`src/rtl/phone_cmd_rx.sv`:
```
// Cell-phone command receiver: 8N1 UART decoder feeding a 4-byte packet parser
// (AA, cmd, data, cmd^data) that drives bounded motor/heart-rate settings.
module phone_cmd_rx #(
   parameter int CLKS_PER_BIT = 434,
   parameter int TIMEOUT_CLKS = 50000
) (
   input  logic       clk,
   input  logic       reset,
   input  logic       rx,
   output logic [7:0] rxByte,
   output logic       rxByteValid,
   output logic [7:0] heartCap,
   output logic [7:0] assistLevel,
   output logic [1:0] modeSelect,
   output logic       cmdStrobe,
   output logic [7:0] frameErrCount,
   output logic [7:0] csumErrCount
);

   localparam int CNT_W = $clog2(CLKS_PER_BIT + 1);
   localparam int TMR_W = $clog2(TIMEOUT_CLKS + 1);
   localparam logic [CNT_W-1:0] BIT_LAST  = CNT_W'(CLKS_PER_BIT - 1);
   localparam logic [CNT_W-1:0] HALF_LAST = CNT_W'(CLKS_PER_BIT / 2 - 1);
   localparam logic [TMR_W-1:0] TMO_LAST  = TMR_W'(TIMEOUT_CLKS - 1);

   typedef enum logic [1:0] {U_IDLE, U_START, U_DATA, U_STOP} uart_state_t;
   typedef enum logic [1:0] {P_WAIT_HDR, P_GET_CMD, P_GET_DATA, P_GET_CSUM} parse_state_t;

   function automatic logic [7:0] sat_inc(input logic [7:0] v);
      return (v == 8'd255) ? 8'd255 : v + 8'd1;
   endfunction

   function automatic logic [7:0] clamp_heart(input logic [7:0] v);
      if (v < 8'd60) begin
         return 8'd60;
      end else if (v > 8'd220) begin
         return 8'd220;
      end else begin
         return v;
      end
   endfunction

   function automatic logic [7:0] clamp_assist(input logic [7:0] v);
      return (v > 8'd100) ? 8'd100 : v;
   endfunction

   logic              sync1_q, sync2_q;
   uart_state_t       ustate_q;
   logic [CNT_W-1:0]  cnt_q;
   logic [2:0]        bit_idx_q;
   logic [7:0]        shift_q;
   logic              armed_q;
   logic              frame_err_q;
   parse_state_t      pstate_q;
   logic [7:0]        cmd_q, data_q;
   logic [TMR_W-1:0]  timer_q;
   logic              rx_s;

   assign rx_s = sync2_q;

   // Two-flop synchronizer; idles high so reset never looks like a start bit.
   always_ff @(posedge clk or posedge reset) begin
      if (reset) begin
         sync1_q <= 1'b1;
         sync2_q <= 1'b1;
      end else begin
         sync1_q <= rx;
         sync2_q <= sync1_q;
      end
   end

   // UART receive FSM with byte output and framing-error counter.
   always_ff @(posedge clk or posedge reset) begin
      if (reset) begin
         ustate_q      <= U_IDLE;
         cnt_q         <= '0;
         bit_idx_q     <= 3'd0;
         shift_q       <= 8'd0;
         armed_q       <= 1'b0;
         rxByte        <= 8'd0;
         rxByteValid   <= 1'b0;
         frame_err_q   <= 1'b0;
         frameErrCount <= 8'd0;
      end else begin
         rxByteValid <= 1'b0;
         frame_err_q <= 1'b0;
         case (ustate_q)
            U_IDLE: begin
               cnt_q     <= '0;
               bit_idx_q <= 3'd0;
               if (!rx_s && armed_q) begin
                  ustate_q <= U_START;
               end else if (rx_s) begin
                  armed_q <= 1'b1;
               end else begin
                  armed_q <= armed_q;
               end
            end
            U_START: begin
               if (cnt_q == HALF_LAST) begin
                  cnt_q    <= '0;
                  ustate_q <= rx_s ? U_IDLE : U_DATA;
               end else begin
                  cnt_q <= cnt_q + CNT_W'(1);
               end
            end
            U_DATA: begin
               if (cnt_q == BIT_LAST) begin
                  cnt_q   <= '0;
                  shift_q <= {rx_s, shift_q[7:1]};
                  if (bit_idx_q == 3'd7) begin
                     bit_idx_q <= 3'd0;
                     ustate_q  <= U_STOP;
                  end else begin
                     bit_idx_q <= bit_idx_q + 3'd1;
                  end
               end else begin
                  cnt_q <= cnt_q + CNT_W'(1);
               end
            end
            U_STOP: begin
               if (cnt_q == BIT_LAST) begin
                  cnt_q    <= '0;
                  armed_q  <= 1'b0;
                  ustate_q <= U_IDLE;
                  if (rx_s) begin
                     rxByte      <= shift_q;
                     rxByteValid <= 1'b1;
                  end else begin
                     frame_err_q   <= 1'b1;
                     frameErrCount <= sat_inc(frameErrCount);
                  end
               end else begin
                  cnt_q <= cnt_q + CNT_W'(1);
               end
            end
            default: ustate_q <= U_IDLE;
         endcase
      end
   end

   // Packet parser, inter-byte timeout and command application.
   always_ff @(posedge clk or posedge reset) begin
      if (reset) begin
         pstate_q     <= P_WAIT_HDR;
         cmd_q        <= 8'd0;
         data_q       <= 8'd0;
         timer_q      <= '0;
         heartCap     <= 8'd200;
         assistLevel  <= 8'd0;
         modeSelect   <= 2'd0;
         cmdStrobe    <= 1'b0;
         csumErrCount <= 8'd0;
      end else begin
         cmdStrobe <= 1'b0;
         if (frame_err_q && (pstate_q != P_WAIT_HDR)) begin
            pstate_q <= P_WAIT_HDR;
            timer_q  <= '0;
         end else if (rxByteValid) begin
            timer_q <= '0;
            case (pstate_q)
               P_WAIT_HDR: begin
                  if (rxByte == 8'hAA) begin
                     pstate_q <= P_GET_CMD;
                  end else begin
                     pstate_q <= P_WAIT_HDR;
                  end
               end
               P_GET_CMD: begin
                  cmd_q    <= rxByte;
                  pstate_q <= P_GET_DATA;
               end
               P_GET_DATA: begin
                  data_q   <= rxByte;
                  pstate_q <= P_GET_CSUM;
               end
               P_GET_CSUM: begin
                  pstate_q <= P_WAIT_HDR;
                  if (rxByte == (cmd_q ^ data_q)) begin
                     case (cmd_q)
                        8'h01: begin
                           heartCap  <= clamp_heart(data_q);
                           cmdStrobe <= 1'b1;
                        end
                        8'h02: begin
                           assistLevel <= clamp_assist(data_q);
                           cmdStrobe   <= 1'b1;
                        end
                        8'h03: begin
                           modeSelect <= data_q[1:0];
                           cmdStrobe  <= 1'b1;
                        end
                        default: cmdStrobe <= 1'b0;
                     endcase
                  end else begin
                     csumErrCount <= sat_inc(csumErrCount);
                  end
               end
               default: pstate_q <= P_WAIT_HDR;
            endcase
         end else if (pstate_q != P_WAIT_HDR) begin
            if (timer_q == TMO_LAST) begin
               pstate_q <= P_WAIT_HDR;
               timer_q  <= '0;
            end else begin
               timer_q <= timer_q + TMR_W'(1);
            end
         end else begin
            timer_q <= '0;
         end
      end
   end

endmodule

```
`config.mk`:
```
export PLATFORM = sky130hd
export DESIGN_NAME = phone_cmd_rx
export DESIGN_NICKNAME = d
export VERILOG_FILES = /design/src/rtl/phone_cmd_rx.sv
export SDC_FILE = /design/constraint.sdc
export NUM_CORES = 1
export LEC_CHECK = 0
export BUFFER_PORTS_ARGS = -buffer_cell sky130_fd_sc_hd__buf_2
export CORE_MARGIN = 4
export CORE_UTILIZATION = 59
export DETAILED_ROUTE_END_ITERATION = 7
export GPL_TIMING_DRIVEN = 0
export PLACE_DENSITY = 0.79
export SYNTH_ARGS = -nofsm -noshare
export SYNTH_HDL_FRONTEND = slang
export SYNTH_SLANG_ARGS = --single-unit
```
`constraint.sdc`:
```
create_clock -name clk -period 3.8 [get_ports clk]
set_input_delay 0.76 -clock clk [delete_from_list [all_inputs] [get_ports clk]]
set_output_delay 0.76 -clock clk [all_outputs]
set_load 0.01 [all_outputs]
```
* Word level (Yosys, flattened, before mapping)
Cells that the tools add are included.
** Word-level totals
- Output and inout bits :: 44
- Register bits :: 104
- Bits of input ports :: 3
- Word-level logic and storage cells :: 124
** Operators by class
- $add $sub $neg :: 5
- Eq/ne operators :: 24
- Reduce and logical (&&, ||, !) cells :: 25
- Multiplexer cells :: 43
- Magnitude comparators :: 3
- Bitwise gates (word level) :: 4
** Operator list (number)
- $mux 16 :: 4
- $mux 8 :: 5
- $pmux 9 s3 :: 1
- $eq 8x8->1 const B :: 3
- $mux 2 :: 10
- $reduce_and 5->1 :: 4
- $mux 9 :: 2
- $add 16x1->16 const B :: 1
- $add 8x1->8 const B :: 2
- $eq 16x16->1 const B :: 1
- $eq 8x2->1 const B :: 2
- $pmux 2 s4 :: 2
- $mux 1 :: 15
- $ne 2x2->1 const B :: 7
- $reduce_and 3->1 :: 4
- $add 9x1->9 const B :: 1
- $eq 9x8->1 const B :: 1
- $eq 9x9->1 const B :: 1
- $eq 2x2->1 const B :: 4
- $eq 8x1->1 const B :: 1
- $eq 8x8->1 :: 1
- $gt 8x7->1 const B :: 1
- $gt 8x8->1 const B :: 1
- $lt 8x6->1 const B :: 1
- 17 further kinds :: 29

* Logic depth before layout (Yosys ltp)
Gate-level depths: netlist of run 1.
- Depth after elaboration :: 7
- Depth in mapped cells :: 8
- Depth with buffers taken out :: 7

* Worst setup path after synthesis of run 1
Ideal clock, no wire load.
- Kind :: register to register
- From :: register pstate_q[0]
- To :: register assistLevel[2]
- Data arrival time :: 1994 ps
- Slack :: 1679 ps
- Buffers on the path :: 1
- Cell stages (with the launch flop) :: 8
- Setup time :: 128 ps
- Clock period less this slack :: 2121 ps
- Path through :: dfrtp_1 > inv_1 > ha_1 > o211ai_1 > nor4_2 > nand4b_1 > buf_2 > mux2_1
** Between the ends
- Longest elaborated chain between the ends :: 4
** RTL lines
- start: declaration :: line 54 : parse_state_t pstate_q;
- start signal: assignment :: line 145 : pstate_q <= P_WAIT_HDR;
- start signal: assignment :: line 157 : pstate_q <= P_WAIT_HDR;
- start signal: assignment :: line 164 : pstate_q <= P_GET_CMD;
- $reduce_bool 2->1 :: line 156 : if (frame_err_q && (pstate_q != P_WAIT_HDR)) begin
- $logic_and 1x1->1 :: line 156
- $not 1->1 (no source line)
- $reduce_and 5->1 (no source line) (*)
- end signal: assignment :: line 186 : assistLevel <= clamp_assist(data_q);
- end: declaration :: line 13 : output logic [7:0] assistLevel,
Every way passes the cells marked *; elsewhere a longest branch is shown, timed or not.
A chain may end at the register's enable or synchronous reset.

* Worst setup path in the final report of run 1
- From :: register pstate_q[0]
- To :: register heartCap[1]
** Between the ends
- Longest elaborated chain between the ends :: 4
** RTL lines
- $reduce_bool 2->1 :: line 156
- $logic_and 1x1->1 :: line 156
- $not 1->1 (no source line)
- $reduce_and 5->1 (no source line) (*)
- end signal: assignment :: line 182 : heartCap <= clamp_heart(data_q);
- end: declaration :: line 12 : output logic [7:0] heartCap,
Marks and branches as above.

==> metrics.yaml, run 1 <==
cts.sinks: 104
cpMaxStageDelayCell: "nor4_2"
cts_resized: 0
endpoint_kind: "register"
die_y_um: 99.7
max_freq_ghz: 0.397
synth-async-reset-ratio_pct: 100
worst_ep_arrival_time_ns: 2.78
synthFlopType: "dfrtp_1"
numCtsBuffers: 9
synth.area.top_cells: "dfrtp_1, mux2_2, nor2_1"
antenna_found_initial: 0
synth_seq_cells: 104
yosys.area.top_type: "dfrtp_1"
cts-root-buf: "clkbuf_8"
path_cells: "inv_1 > ha_1 > o211ai_1 > nor4_2 > nand4b_4 > mux2_4"
syn-instance-count: 425
grt_pass1_vias: 3399
wl_per_cell_um: 14.9
p_total_mw: 1.97
start_kind: "register"
power_density_nw_per_um2: 355
place_congestion: 0.784
area_delta_synth_final_pct: 11.7
min_period_over_period_pct: 66.4
synthMostInstantiatedCell: "dfrtp_1"
wl_um: 8820
worst_slack_ns: 1.28
drcViolationCount: 0
total_leakage_power_nw: 2.88
whs_ns: 0.355
design_area_um2: 5540
finalSetupTns_ns: 0
initial_core_util_pct: 60.7
synth_commonest_cells: "dfrtp_1, mux2_2, nor2_1"
syn_nets: 440
power_frac_clock_pct: 33.3
critPathKind: "register to register"
synth_warnings: 0
p_sw_mw: 0.518
maxCapViolCount: 0
internal-power_mw: 1.45
ioPinCount: 47
row_count: 33
synth_cell_types: 50
grt_pass1_wl_um: 15500
htree_levels: 3
die_w_um: 99.7
min_period_ns: 2.52
wl_met3_um: 318
synth_area_um2: 4960
hp-class: "register to register"
drive_gt1_share_pct: 25.2
io_buffers: 46
track_usage_pct: 19.2
dpl_cell_area_um2: 5350
crit_fanout: 9
place_ws_ns: 1.27
post_cts.repair.setup_buffers: 0
worst_pin_slew_ns: 0.758
ir_drop_mv: 0.262
max_slew_margin_pct: 49.2
vias: 3324
grt_overflow: 0
top_layer: "met4"
critPathBufInv: 1
first_pass_iters: 4
cts_tree: "built"
yosysSeqAreaShare_pct: 52.6
dr_wl_met2_um: 4320
hold_buffers: 0
die_area_um2: 9940
finalNetCount: 498
clk_latency_ns: 0.37
hpwlAfterDp_um: 6270
cpPeakStageDelay_ns: 0.61
synth_area_per_cell_um2: 11.7
synth-edff-count: 0
num-fill-cells: 615
finClkSkew_ns: 0.0162
drt_iter0_drc: 158
outcome: "completed"
antenna_left: 0
core-area_um2: 8180
cts.reportedPaths.clkPinSlew_ns: 0.10
avgViaCountPerCell: 5.61
seqPwrFrac_pct: 60.0
antenna_cells: 0
rsz0062_at_grt: "no"
synth_top_area_share_pct: 50.0
swShare_pct: 26.4
setup_viol: 0
finalHoldViolCount: 0
p_comb_share_pct: 6.7
cts_buffer_depth: 2
cp_top_family: "simple AND/OR/NAND/NOR gates"
slew_viol_final: 0
grt_max_degree: 59
cp.required_ns: 4.06
wl_met1_um: 4030
## layout make-up
| cell class | instances | area (µm²) | share of cell area, % |
|---|---|---|---|
| multi-input combinational | 287 | 2210 | 39.9 |
| buffer | 10 | 47.5 | 0.859 |
| clock buffer | 9 | 124 | 2.24 |
| sequential | 104 | 2610 | 47.1 |
| timing repair buffer | 47 | 258 | 4.65 |
| clock inverter | 7 | 63.8 | 1.15 |
| inverter | 24 | 92.6 | 1.67 |
| tap | 105 | 131 | 2.37 |
## registers in the layout, summed over array words and instances (netlist names), 2 cells and up, named ones only
signal,cells
assistLevel,8
bit_idx_q,3
cmd_q,8
cnt_q,9
csumErrCount,8
data_q,8
frameErrCount,8
heartCap,8
modeSelect,2
pstate_q,2
rxByte,8
shift_q,8
timer_q,16
## final timing paths
kind                             startpoint               end  slack, ns  cells past startpoint
worst max register to register  pstate_q[0]       heartCap[1]       1.28                      6
max in group asynchronous             reset              rx_s       2.63                      3
min in group asynchronous             reset  frameErrCount[1]       0.45                      2
worst max-delay path            pstate_q[0]       heartCap[1]       1.28                      6
worst min register to register      sync1_q              rx_s       0.35                      0
worst min-delay path                sync1_q              rx_s       0.35                      0
## power groups by stage
stage / Combinational (mW) / Sequential [mW] / Clock (mW)
2_1_floorplan: 0.105 / 1.19 / 0
3_3_place_gp: 0.124 / 1.20 / 0
3_5_place_dp: 0.134 / 1.20 / 0
4_1_cts: 0.134 / 1.18 / 0.665
5_1_grt: 0.153 / 1.19 / 0.721
6_report: 0.132 / 1.18 / 0.654
## kinds of logic (layout without fill, tap and decap cells)
family,Yosys count,count (layout),share of synthesized area [%]
AO/OA/AOI/OAI,35,35,4.79
XOR/XNOR,31,31,7.14
adder cells (fa/ha/maj),12,12,3.03
buffers and inverters,34,97,2.78
flip-flops,104,104,52.6
multiplexers,60,60,13.8
AND/OR/NAND/NOR,149,149,15.9
## stage by stage
| stage | util, % | instances |
|---|---|---|
| finish | 67.7 | 593 |
| CTS | 67.7 | 593 |
| floorplan | - | 425 |
| global placement | 65.1 | 576 |
| detailed placement | 65.4 | 577 |
| global route | 67.7 | 593 |
## routing by layer
layer,track usage [%],up-vias
met1,25.3,1653
met3,4.00,14
met2,31.8,52
met4,6.72,0
li1,-,1605
met5,0,-
## cell usage in the layout, fill, tap and decap left out, drive strengths merged, types with 3 or more instances in the layout
master and instances:
dfrtp 99, buf 50, mux2 50, nor2 42, nand2 32, inv 27
and3 17, nand3 16, clkbuf 16, xnor2 13, xor2 12, ha 12
mux2i 10, a21oi 9, nand4 8, nor3 7, o21ai 7, xnor3 6
a22o 5, dfstp 5, nor4bb 4, nand2b 4, nor4 4, and4 3
nand4b 3, clkinv 3
(Power assumes the default switching activity.)
==> run 2, diff against run 1 <==
==> constraint.sdc (replaced) <==
create_clock -name clk -period 2.34 [get_ports clk]
set_input_delay 0.468 -clock clk [delete_from_list [all_inputs] [get_ports clk]]
set_output_delay 0.468 -clock clk [all_outputs]
set_load 0.01 [all_outputs]
==> run 2 against run 1 <==
Global-route usage increased by 0.52 points. Hold slack got worse by 0.16 ns. Worst setup slack got worse by 1.1 ns. Via count increased by 0.33%. Core utilization increased by 0.78 points. Clock skew decreased by 0.0013 ns. Register-to-register slack got worse by 1.1 ns. Critical path depth unchanged. Combinational power increased by 70%. Power increased by 62%. Critical path type unchanged. Critical endpoint is now heartCap[0]. Largest cell class unchanged.
==> metrics.yaml, run 2 (synthesized netlist as in run 1, its figures left out) <==
critPathBufInv: 1
core-area_um2: 8180
fin_util_pct: 68.5
area_delta_synth_final_pct: 13.0
regMostFlops: "timer_q"
htree_levels: 3
cp_top_family: "simple AND/OR/NAND/NOR gates"
num-fill-cells: 617
power_density_nw_per_um2: 569
grt_pass1_vias: 3337
drt_iter0_drc: 109
hold_buffers: 0
wl_um: 9210
cts_tree: "built"
cp.required_ns: 2.60
die_area_um2: 9940
start_kind: "register"
cpMaxStageDelayCell: "dfrtp_1"
antenna_left: 0
first_pass_iters: 4
path_cells: "xnor3_1 > nand2_1 > nor4_4 > buf_6 > nand4b_4 > mux2_4"
wl_per_cell_um: 15.4
grt_max_degree: 41
endpoint_kind: "register"
setup_viol: 0
antenna_cells: 0
drive_gt1_share_pct: 26.6
numCtsBuffers: 9
antenna_found_initial: 0
r2r_slack_ns: 0.15
cts.reportedPaths.clkPinSlew_ns: 0.10
slew_viol_final: 0
crit_fanout: 8
max_freq_ghz: 0.457
hp-class: "input port to register"
track_usage_pct: 19.7
final_cell_mix: "dfrtp_1, buf_2, mux2_2, nor2_1, nand2_1"
worst_pin_slew_ns: 0.835
grt_overflow: 0
io_buffers: 46
worst_ep_arrival_time_ns: 2.45
finalNetCount: 502
grt_pass1_wl_um: 15700
avgViaCountPerCell: 5.59
initial_core_util_pct: 60.7
min_period_over_period_pct: 93.6
drcViolationCount: 0
critPathKind: "register to register"
vias: 3335
p_total_mw: 3.19
row_count: 33
hpwlAfterDp_um: 6430
reg_top3: "timer_q x16, cnt_q x9"
max_slew_margin_pct: 44.2
cts_buffer_depth: 2
final_common_cell: "dfrtp_1"
cpPeakStageDelay_ns: 0.47
ir_drop_mv: 0.551
finClkSkew_ns: 0.0149
ioPinCount: 47
die_w_um: 99.7
total_leakage_power_nw: 2.90
die_y_um: 99.7
cts.sinks: 104
min_period_ns: 2.19
outcome: "completed"
maxCapViolCount: 0
finalHoldViolCount: 0
rsz0062_at_grt: "no"
clk_latency_ns: 0.37
cts-root-buf: "clkbuf_8"
largest_reg_flops: 16
place_congestion: 0.804
## run 2: layout make-up
type	count	area (µm²)	share of cell area, %
plain buffers	9	45.0	0.804
well taps	105	131	2.35
multi-input cells	287	2240	39.9
repair buffers	52	298	5.32
inverters	24	93.8	1.68
clock inverters	7	63.8	1.14
flip-flops and latches	104	2610	46.6
clock buffers	9	124	2.21
## run 2: through the flow
stage	hold slack, ns	setup slack (ns)	instance area (µm²)	TNS, ns	std cells
6_report	0.190	0.151	5600	0	597
5_1_grt	0.164	0.0229	5600	0	597
4_1_cts	0.177	0.0136	5580	0	596
3_5_place_dp	0.349	-0.134	5360	-0.915	578
3_3_place_gp	0.348	-0.102	5320	-0.550	576
2_1_floorplan	0.345	0.219	4960	0	425
## run 2: per-layer routing
| metal | routed length [µm] | global-route usage [%] | share of wire (%) |
|---|---|---|---|
| met4 | 175 | 8.40 | 1.9 |
| met1 | 4030 | 25.4 | 44 |
| met3 | 277 | 3.79 | 3.0 |
| met2 | 4720 | 32.7 | 51 |
| met5 | 0 | 0 | 0 |
## run 2: final timing paths
check	to	startpoint	cells after the start
worst max-delay path	heartCap[0]	data_q[7]	6
worst min-delay path	sync1_q	rx	1
worst max register to register	heartCap[0]	data_q[7]	6
worst min register to register	rx_s	sync1_q	0
max in group asynchronous	cmd_q[6]	reset	4
min in group asynchronous	timer_q[11]	reset	2
## run 2: power by group
group          total [mW]  switching, mW  internal [mW]
Sequential           1.91         0.0560           1.86
Clock                1.05          0.646          0.407
Combinational       0.224          0.134         0.0902
Total                3.19          0.836           2.35
## run 2: worst register-to-register path, stage by stage, from the launching register on
cell      delay (ns)
dfrtp_1         0.47
xnor3_1         0.40
nand2_1         0.09
nor4_4          0.40
buf_6           0.19
nand4b_4        0.19
mux2_4          0.35
## run 2: timing repair
| action | in CTS | in global routing |
|---|---|---|
| hold endpoints to repair | 0 | 0 |
| buffers inserted | 2 | 1 |
| gates cloned | 0 | 1 |
| setup endpoints to repair | 18 | 23 |
| pin swaps | 1 | 1 |
| gates resized for setup | 2 | 3 |
